## config.mk

```make
export PLATFORM = sky130hd
export DESIGN_NAME = uart_tx0
export DESIGN_NICKNAME = d
export VERILOG_FILES = /design/src/rtl/uart_pkg.sv /design/src/rtl/uart_baud.sv /design/src/rtl/uart_tx_fifo.sv /design/src/rtl/uart_tx0.sv
export SDC_FILE = /design/constraint.sdc
export NUM_CORES = 1
export LEC_CHECK = 0
export ABC_AREA = 1
export CORE_AREA = 2 2 75 77
export CTS_CLUSTER_SIZE = 10
export DETAILED_ROUTE_END_ITERATION = 6
export DIE_AREA = 0 0 77 79
export PLACE_DENSITY = 0.74
export SETUP_SLACK_MARGIN = 0.2
export SLEW_MARGIN = 25
export SYNTH_ARGS = -nofsm -noshare
export SYNTH_HDL_FRONTEND = slang
export SYNTH_SLANG_ARGS = --single-unit
```

## constraint.sdc

```tcl
create_clock -name clk -period 6.9 [get_ports clk]
set_input_delay 1.035 -clock clk [delete_from_list [all_inputs] [get_ports clk]]
set_output_delay 1.035 -clock clk [all_outputs]
set_load 0.05 [all_outputs]
```

## src/rtl/uart_pkg.sv

```systemverilog
// Shared UART definitions: transmitter/receiver FSM encoding, frame geometry
// and the sizing helper used by the baud, FIFO and transmitter blocks.
package uart_pkg;

    typedef enum logic [1:0] {
        ST_IDLE  = 2'd0,
        ST_START = 2'd1,
        ST_DATA  = 2'd2,
        ST_STOP  = 2'd3
    } uart_state_e;

    localparam int OVERSAMPLE_DEF = 16;
    localparam int FRAME_BITS     = 10;
    localparam int DATA_BITS      = 8;
    // System clocks per oversampling tick.
    localparam int BAUD_DIV       = 4;

    // Counter width able to hold 0..n-1 (never less than one bit).
    function automatic int cnt_width(input int n);
        return (n <= 2) ? 1 : $clog2(n);
    endfunction

endpackage

```

## src/rtl/uart_baud.sv

```systemverilog
// Oversampling tick generator: one-cycle enable every DIV system clocks.
// Shared by the UART receiver and transmitter so both run at the same rate.
module uart_baud
    import uart_pkg::*;
#(
    parameter int DIV = BAUD_DIV
) (
    input  logic clk,
    input  logic rst,
    output logic enable
);

    localparam int CW = cnt_width(DIV);

    logic [CW-1:0] div_q;
    logic [CW-1:0] div_d;
    logic          en_q;
    logic          en_d;

    always_comb begin
        div_d = div_q + 1'b1;
        en_d  = 1'b0;
        if (div_q == CW'(DIV - 1)) begin
            div_d = '0;
            en_d  = 1'b1;
        end
    end

    always_ff @(posedge clk or posedge rst) begin
        if (rst) begin
            div_q <= '0;
            en_q  <= 1'b0;
        end else begin
            div_q <= div_d;
            en_q  <= en_d;
        end
    end

    assign enable = en_q;

endmodule

```

## src/rtl/uart_tx_fifo.sv

```systemverilog
// Circular byte FIFO for the UART transmitter. Push is ignored while full,
// pop is ignored while empty; full/empty derive from the registered count.
module uart_tx_fifo
    import uart_pkg::*;
#(
    parameter int DEPTH = 4,
    parameter int WIDTH = 8
) (
    input  logic                         clk,
    input  logic                         rst_n,
    input  logic                         push,
    input  logic                         pop,
    input  logic [WIDTH-1:0]             din,
    output logic [WIDTH-1:0]             dout,
    output logic [cnt_width(DEPTH):0]    count,
    output logic                         full,
    output logic                         empty
);

    localparam int AW = cnt_width(DEPTH);

    logic [WIDTH-1:0] mem_q [DEPTH];
    logic [AW-1:0]    rd_q;
    logic [AW-1:0]    rd_d;
    logic [AW-1:0]    wr_q;
    logic [AW-1:0]    wr_d;
    logic [AW:0]      cnt_q;
    logic [AW:0]      cnt_d;
    logic             do_push;
    logic             do_pop;

    assign full    = (cnt_q == (AW+1)'(DEPTH));
    assign empty   = (cnt_q == '0);
    assign do_push = push && !full;
    assign do_pop  = pop && !empty;

    // Pointers wrap for free because DEPTH is a power of two.
    always_comb begin
        rd_d  = rd_q;
        wr_d  = wr_q;
        cnt_d = cnt_q;
        if (do_push) begin
            wr_d = wr_q + 1'b1;
        end
        if (do_pop) begin
            rd_d = rd_q + 1'b1;
        end
        case ({do_push, do_pop})
            2'b10:   cnt_d = cnt_q + 1'b1;
            2'b01:   cnt_d = cnt_q - 1'b1;
            default: cnt_d = cnt_q;
        endcase
    end

    always_ff @(posedge clk or negedge rst_n) begin
        if (!rst_n) begin
            rd_q  <= '0;
            wr_q  <= '0;
            cnt_q <= '0;
        end else begin
            rd_q  <= rd_d;
            wr_q  <= wr_d;
            cnt_q <= cnt_d;
        end
    end

    always_ff @(posedge clk) begin
        if (do_push) begin
            mem_q[wr_q] <= din;
        end
    end

    assign dout  = mem_q[rd_q];
    assign count = cnt_q;

endmodule

```

## src/rtl/uart_tx0.sv

```systemverilog
// 8N1 UART transmitter: bytes enter a small FIFO on a write strobe and are
// shifted out LSB first, one bit per OVERSAMPLE baud ticks, frames back to back.
module uart_tx0
    import uart_pkg::*;
#(
    parameter int FIFO_DEPTH = 4,
    parameter int OVERSAMPLE = OVERSAMPLE_DEF
) (
    input  logic       clk,
    input  logic       rst,
    input  logic [7:0] din_byte,
    input  logic       din_byte_wr,
    output logic       full,
    output logic       overflow,
    output logic       ser_out,
    output logic       busy,
    output logic       tx_done
);

    localparam int SW = cnt_width(OVERSAMPLE);
    localparam int FW = cnt_width(FIFO_DEPTH);

    logic                  tick;
    logic [7:0]            fifo_dout;
    logic [FW:0]           fifo_count;
    logic                  fifo_full;
    logic                  fifo_empty;
    logic                  pop;

    uart_state_e           state_q;
    uart_state_e           state_d;
    logic [7:0]            shift_q;
    logic [7:0]            shift_d;
    logic [SW-1:0]         samp_q;
    logic [SW-1:0]         samp_d;
    logic [2:0]            bit_q;
    logic [2:0]            bit_d;
    logic                  ser_q;
    logic                  ser_d;
    logic                  done_q;
    logic                  done_d;
    logic                  ovf_q;
    logic                  samp_last;

    uart_baud u_baud (
        .clk    (clk),
        .rst    (~rst),
        .enable (tick)
    );

    uart_tx_fifo #(
        .DEPTH (FIFO_DEPTH),
        .WIDTH (DATA_BITS)
    ) u_fifo (
        .clk   (clk),
        .rst_n (rst),
        .push  (din_byte_wr),
        .pop   (pop),
        .din   (din_byte),
        .dout  (fifo_dout),
        .count (fifo_count),
        .full  (fifo_full),
        .empty (fifo_empty)
    );

    assign samp_last = (samp_q == SW'(OVERSAMPLE - 1));

    always_comb begin
        state_d = state_q;
        shift_d = shift_q;
        samp_d  = samp_q;
        bit_d   = bit_q;
        ser_d   = ser_q;
        done_d  = 1'b0;
        pop     = 1'b0;
        if (tick) begin
            case (state_q)
                ST_IDLE: begin
                    ser_d = 1'b1;
                    if (!fifo_empty) begin
                        pop     = 1'b1;
                        shift_d = fifo_dout;
                        samp_d  = '0;
                        bit_d   = '0;
                        ser_d   = 1'b0;
                        state_d = ST_START;
                    end
                end
                ST_START: begin
                    samp_d = samp_q + 1'b1;
                    if (samp_last) begin
                        samp_d  = '0;
                        bit_d   = '0;
                        ser_d   = shift_q[0];
                        state_d = ST_DATA;
                    end
                end
                ST_DATA: begin
                    samp_d = samp_q + 1'b1;
                    if (samp_last) begin
                        samp_d = '0;
                        if (bit_q == 3'd7) begin
                            ser_d   = 1'b1;
                            state_d = ST_STOP;
                        end else begin
                            // Present the next bit now so the line changes on this tick.
                            shift_d = shift_q >> 1;
                            ser_d   = shift_q[1];
                            bit_d   = bit_q + 1'b1;
                        end
                    end
                end
                ST_STOP: begin
                    samp_d = samp_q + 1'b1;
                    if (samp_last) begin
                        samp_d = '0;
                        done_d = 1'b1;
                        if (!fifo_empty) begin
                            pop     = 1'b1;
                            shift_d = fifo_dout;
                            bit_d   = '0;
                            ser_d   = 1'b0;
                            state_d = ST_START;
                        end else begin
                            ser_d   = 1'b1;
                            state_d = ST_IDLE;
                        end
                    end
                end
            endcase
        end
    end

    // The line register resets to idle-high asynchronously so a reset mid-frame
    // releases the line at once.
    always_ff @(posedge clk or negedge rst) begin
        if (!rst) begin
            state_q <= ST_IDLE;
            samp_q  <= '0;
            bit_q   <= '0;
            ser_q   <= 1'b1;
            done_q  <= 1'b0;
            ovf_q   <= 1'b0;
        end else begin
            state_q <= state_d;
            samp_q  <= samp_d;
            bit_q   <= bit_d;
            ser_q   <= ser_d;
            done_q  <= done_d;
            ovf_q   <= din_byte_wr && fifo_full;
        end
    end

    always_ff @(posedge clk) begin
        shift_q <= shift_d;
    end

    assign full     = fifo_full;
    assign overflow = ovf_q;
    assign ser_out  = ser_q;
    assign busy     = (state_q != ST_IDLE) || (fifo_count != '0);
    assign tx_done  = done_q;

endmodule

```

---- Word level (Yosys, flattened, before mapping) ----
Memory sizes are Yosys's and may differ from the RTL's.
Cells that the tools add are included.
word-level totals
  register bits ........................... 30
  word-level logic and storage cells ...... 92
  memory bits (read-only) ................. 0
  bits of input ports ..................... 11
  memories ................................ 1
  bits in latches ......................... 0
  bits in writable memories ............... 32
memories
  memory        words  width  rd ports  clocked after memory_dff  wr ports  line                source
  u_fifo.mem_q  4      8      1         0                         1         uart_tx_fifo.sv:22  logic [WIDTH-1:0] mem_q [DEPTH];
operators by class
  add/subtract/negate cells ............... 7
  shifts and indexed selects .............. 0
  div/mod/pow operators ................... 0
  bitwise gates (word level) .............. 0
  multiplexer cells ....................... 39
  reduce and logical (&&, ||, !) cells .... 18
  multipliers ............................. 0
  eq/ne operators ......................... 15
  magnitude comparators ................... 0
operators by type and width
  operator                                       count
  two-way mux 8 bit                              4
  case mux 8 bit (3 select lines)                1
  two-way mux 1 bit                              15
  two-way mux 3 bit                              5
  two-way mux 2 bit                              6
  inequality test 2 bit, second input constant   6
  case mux 3 bit (4 select lines)                1
  AND reduction 5 bit                            2
  == test 2 bit, second input constant           4
  two-way mux 4 bit                              2
  case mux 2 bit (4 select lines)                1
  case mux 4 bit (2 select lines)                1
  adder 2 x 1 -> 2 bit, second input constant    3
  adder 3 x 1 -> 3 bit, second input constant    2
  == test 3 bit, second input constant           2
  case mux 3 bit (2 select lines)                1
  AND reduction 6 bit                            1
  nonzero test 3 bit                             2
  adder 4 x 1 -> 4 bit, second input constant    1
  == test 2 x 1 -> 1 bit, second input constant  2
  == test 4 bit, second input constant           1
  case mux 1 bit (4 select lines)                1
  AND reduction 4 bit                            1
  nonzero test 2 bit                             2
  other kinds (9)                                12

---- Logic depth before layout (Yosys ltp) ----
  word-level depth ........................ 8
  gate-level depth with buffers ........... 12
  gate-level depth less buffers ........... 12

---- Cells and area by module ----
From an unflattened synthesis, not the netlist that was laid out.
second synthesis, totals
  cell total of the unflattened synthesis .. 304
  area total of the unflattened synthesis .. 3050.4 um^2
modules (own cells, without submodules)
  module        cells an instance  area each (um^2)  instances
  uart_tx_fifo  154                1751.7            1
  uart_tx0      144                1203.7            1
  uart_baud     6                  95.1              1

---- Least setup slack after synthesis ----
OpenSTA, ideal clock, no wires.
  kind .................................... input port to flip-flop
  from .................................... input din_byte_wr
  to ...................................... register u_fifo.cnt_q[2] (netlist: u_fifo.count[2])
  slack ................................... 4.682 ns
  cell stages on the path ................. 7
  arrival ................................. 2.087 ns
  setup time .............................. 0.131 ns
  cells stage by stage .................... nand2_2 > ha_1 > inv_1 > fa_1 > a21oi_1 > o21ai_0 > xor2_1
on the way
  longest elaborated chain between the ends .. 3
ends and longest elaborated chain
  what                                                                   line                source
  from (decl)                                                            uart_tx0.sv:12      input logic din_byte_wr,
  logical AND 1 bit (*)                                                  uart_tx_fifo.sv:34  assign do_push = push && !full;
  == test 2 x 1 -> 1 bit or == test 2 bit (tied branches)                uart_tx_fifo.sv:48  case ({do_push, do_pop})
  case mux 3 bit (2 select lines) or nonzero test 2 bit (tied branches)  --
  to (signal assigned)                                                   uart_tx_fifo.sv:63  cnt_q <= cnt_d;
  to (decl)                                                              uart_tx_fifo.sv:27  logic [AW:0] cnt_q;
Mark *: on every way between the ends. The rest lies on a longest branch, timed or not.
A chain may end at the register's enable or synchronous reset.

---- Worst setup path after layout ----
  from .................................... register state_q[0]
  to ...................................... output busy
on the way
  longest elaborated chain between the ends .. 2
ends and longest elaborated chain
  what                    line             source
  from (decl)             uart_tx0.sv:30   uart_state_e state_q;
  from (signal assigned)  uart_tx0.sv:145  state_q <= state_d;
  nonzero test 2 bit      uart_tx0.sv:161  assign busy = (state_q != ST_IDLE) || (fifo_count != '0);
  logical OR 1 bit        uart_tx0.sv:161
  to (decl)               uart_tx0.sv:16   output logic busy,
No other way between the ends.

==> run_results.csv <==
group,metric,value,unit
die,dieWidth,77,um
cts,cts_setup_buffers,0,
grt,grt_pass1_vias,1741,
sta,fmax,0.328,GHz
sta,fin_hold_ws,0.431,ns
placed_design,dp_worst_setup_slack,4.13,ns
setup_path,cp.required,5.86,ns
final_layout,fillers,459,
yosys,ys_ff_latch,62,
yosys,yosys_warnings,0,
final_layout,layout-drive-gt1-share,0.100,
grt,antenna_found_initial,0,
cts,cts_buffers,9,
pwr,cellPowerDensity,295,nW/um^2
yosys,syn_area,2840,um^2
sta,worst_slack,3.85,ns
sta,finalClockSkew,0.00885,ns
grt,track_usage,0.180,
sta,setup_violations,0,
sta,maxSlewHeadroom,0.399,
cts,cts_buffer_depth,2,
detailed_routing,met2_length,2160,um
cts,path_clk_slew,0.07,ns
die,pin_count,16,
cts,clk_latency,0.34,ns
detailed_routing,first_iter_violations,121,
die,core,5340,um^2
pwr,p_leak,1.38,nW
placed_design,hpwl,3370,um
detailed_routing,top_layer_used,"met4",
placed_design,gp_congestion,0.810,
final_layout,ff_latch_area,1750,um^2
detailed_routing,first_pass_iters,4,
cts,cts_tree,"yes",
grt,grt_max_degree,23,
detailed_routing,wl_met1,2240,um
cts,root_buffer,"clkbuf_8",
yosys,ys_types,25,
yosys,ys_top_cells_by_area,"edfxtp_1 (42%), dfrtp_1 (19%), nand2_1 (8.3%)",
yosys,synth_largest_area_cell,"edfxtp_1",
grt,grt_pass1_wl,8160,um
detailed_routing,wl_per_cell,12.8,um
setup_path,worstPathArrival,2.02,ns
placed_design,dp_cells,355,
placed_design,io_buffer_count,15,
cts,clock-sinks,62,
cts,holdBufCountCts,0,
setup_path,cp-end-kind,"output pin",
detailed_routing,drt-total-wl,4760,um
yosys,syn_inst,273,
outcome,status,"complete, no violations",
detailed_routing,vias_per_cell,5.00,
sta,finalMaxSlewViolations,0,
sta,rsz0062_at_grt,"false",
yosys,synth.top_cell.area_share,0.423,
detailed_routing,dr_wl_met3,212,um
yosys,syn_area_per_cell,10.4,um^2
final_layout,multiInputGateArea,935,um^2
die,rows,27,
detailed_routing,dr_total_vias,1856,
cts,cts_resized,0,
cts,htree_levels,3,
sta,final.period_utilization,0.442,
sta,fin_crit,3.05,ns
final_layout,n_antenna_cell,0,
sta,hold_viol_final,0,
final_layout,area_delta_synth_final,14.2,%
pwr,finalPower,0.000955,W
yosys,syn_nets,299,
grt,gr-total-overflow,0,
sta,worst_pin_slew,0.895,ns
pwr,ir_drop,0.000176,V
setup_path,worstSetupPathType,"flop to output pin",
die,initial_utilization,0.532,
detailed_routing,ant_nets,0,
detailed_routing,drc_errors,0,
yosys,synth-seq-area-share,0.617,
setup_path,start_kind,"flop",
setup_path,worstPathMaxFanout,5,
min_path,hp-class,"flop to flop",
sta,finalSetupTns,0,ns
die,die_area,6080,um^2
die,fp.dieH,79,um
flow_run,drv_cap,0,
final_layout,fin_cells,371,
final_layout,final_nets,320,
[metal layers]
| layer | vias up | track usage |
|---|---|---|
| li1 | 946 | - |
| met3 | 11 | 0.0739 |
| met4 | 0 | 0.0911 |
| met2 | 42 | 0.266 |
| met5 | - | 0 |
| met1 | 857 | 0.229 |
[state kept, by name, summed over array words and instances (netlist names), 3 cells and up]
signal and count:
samp_q 4, shift_q 8, u_fifo.mem_q 32, bit_q 3, u_fifo.count 3
[path summary, 6_finish.rpt]
| check | startpoint | endpoint | slack, ns | cells after the start |
|---|---|---|---|---|
| worst max-delay path | state_q[0] | busy | 3.85 | 4 |
| worst min-delay path | u_baud.div_q[0] | u_baud.div_q[0] | 0.43 | 1 |
| worst max register to register | state_q[0] | u_fifo.count[2] | 4.44 | 11 |
| worst min register to register | u_baud.div_q[0] | u_baud.div_q[0] | 0.43 | 1 |
| max in group asynchronous | rst | ser_out | 5.90 | 1 |
| min in group asynchronous | rst | samp_q[3] | 0.65 | 1 |
[cell usage in the layout (no fill, tap or decap)]
cell             Yosys  routed
inv_1               29      29
nand2_2              3       3
inv_2                3       3
o22ai_1              8       8
buf_2                1       1
dfrtp_1             21      21
mux2i_1              1       1
nand3_1              8       8
xnor2_1              1       1
edfxtp_1            40      40
nor3_1               1       1
a21oi_1              5       5
nand2_1             63      63
o21ai_0             23      23
clkinv_4             0       4
nor2_1              30      30
xor2_1               4       4
dfstp_2              1       1
bufinv_16            0       1
ha_1                14      14
or2_0                1       1
nand3_2              2       2
fa_1                 1       1
nand4_1              5       5
clkdlybuf4s50_1      0      14
clkinv_2             0       2
nor2_2               4       4
clkbuf_8             0       9
[worst max-delay path, stage by stage, from the launching register on]
cell and delay [ns]:
dfrtp_1 0.42, inv_1 0.12, ha_1 0.24, nand3_2 0.09, clkdlybuf4s50_1 0.80
[Yosys cell counts, drive strengths merged]
cell type,n
ha,14
o22ai,8
o21ai,23
buf,4
mux2i,1
fa,1
dfrtp,21
xor2,4
xnor2,1
nor3,1
nand3,10
or2,1
nand2,66
inv,32
edfxtp,40
clkbuf,1
nor2,34
dfstp,1
a21oi,5
nand4,5
[power by group]
group	switching (W)	total [W]	internal, W
registers	0.0000205	0.000479	0.000459
logic	0.000107	0.000159	0.0000520
clock network	0.000149	0.000317	0.000168
total	0.000277	0.000955	0.000678
[stage by stage]
| stage | util | instance area [um^2] |
|---|---|---|
| 2_1_floorplan | - | 2840 |
| 3_3_place_gp | 0.571 | 3050 |
| 3_5_place_dp | 0.571 | 3050 |
| 4_1_cts | 0.608 | 3250 |
| 5_1_grt | 0.607 | 3240 |
| 6_report | 0.607 | 3240 |
[layout make-up]
type                    count  share of cell area
multi-input cells         174               0.288
flip-flops and latches     62               0.541
repair buffers             15              0.0448
clock inverters             7              0.0232
clock buffers               9              0.0382
inverters                  32              0.0371
well taps                  72              0.0278
[cells by family (layout without fill, tap and decap cells)]
group / count (synthesis) / in the layout / synth area share
xor+xnor: 5 / 5 / 0.0154
flops: 62 / 62 / 0.617
fa+ha+maj: 15 / 15 / 0.0688
compound gates: 36 / 36 / 0.0670
simple gates: 117 / 117 / 0.175
mux: 1 / 1 / 0.00353
buf+inv: 37 / 63 / 0.0533
(Power assumes the default switching activity.)
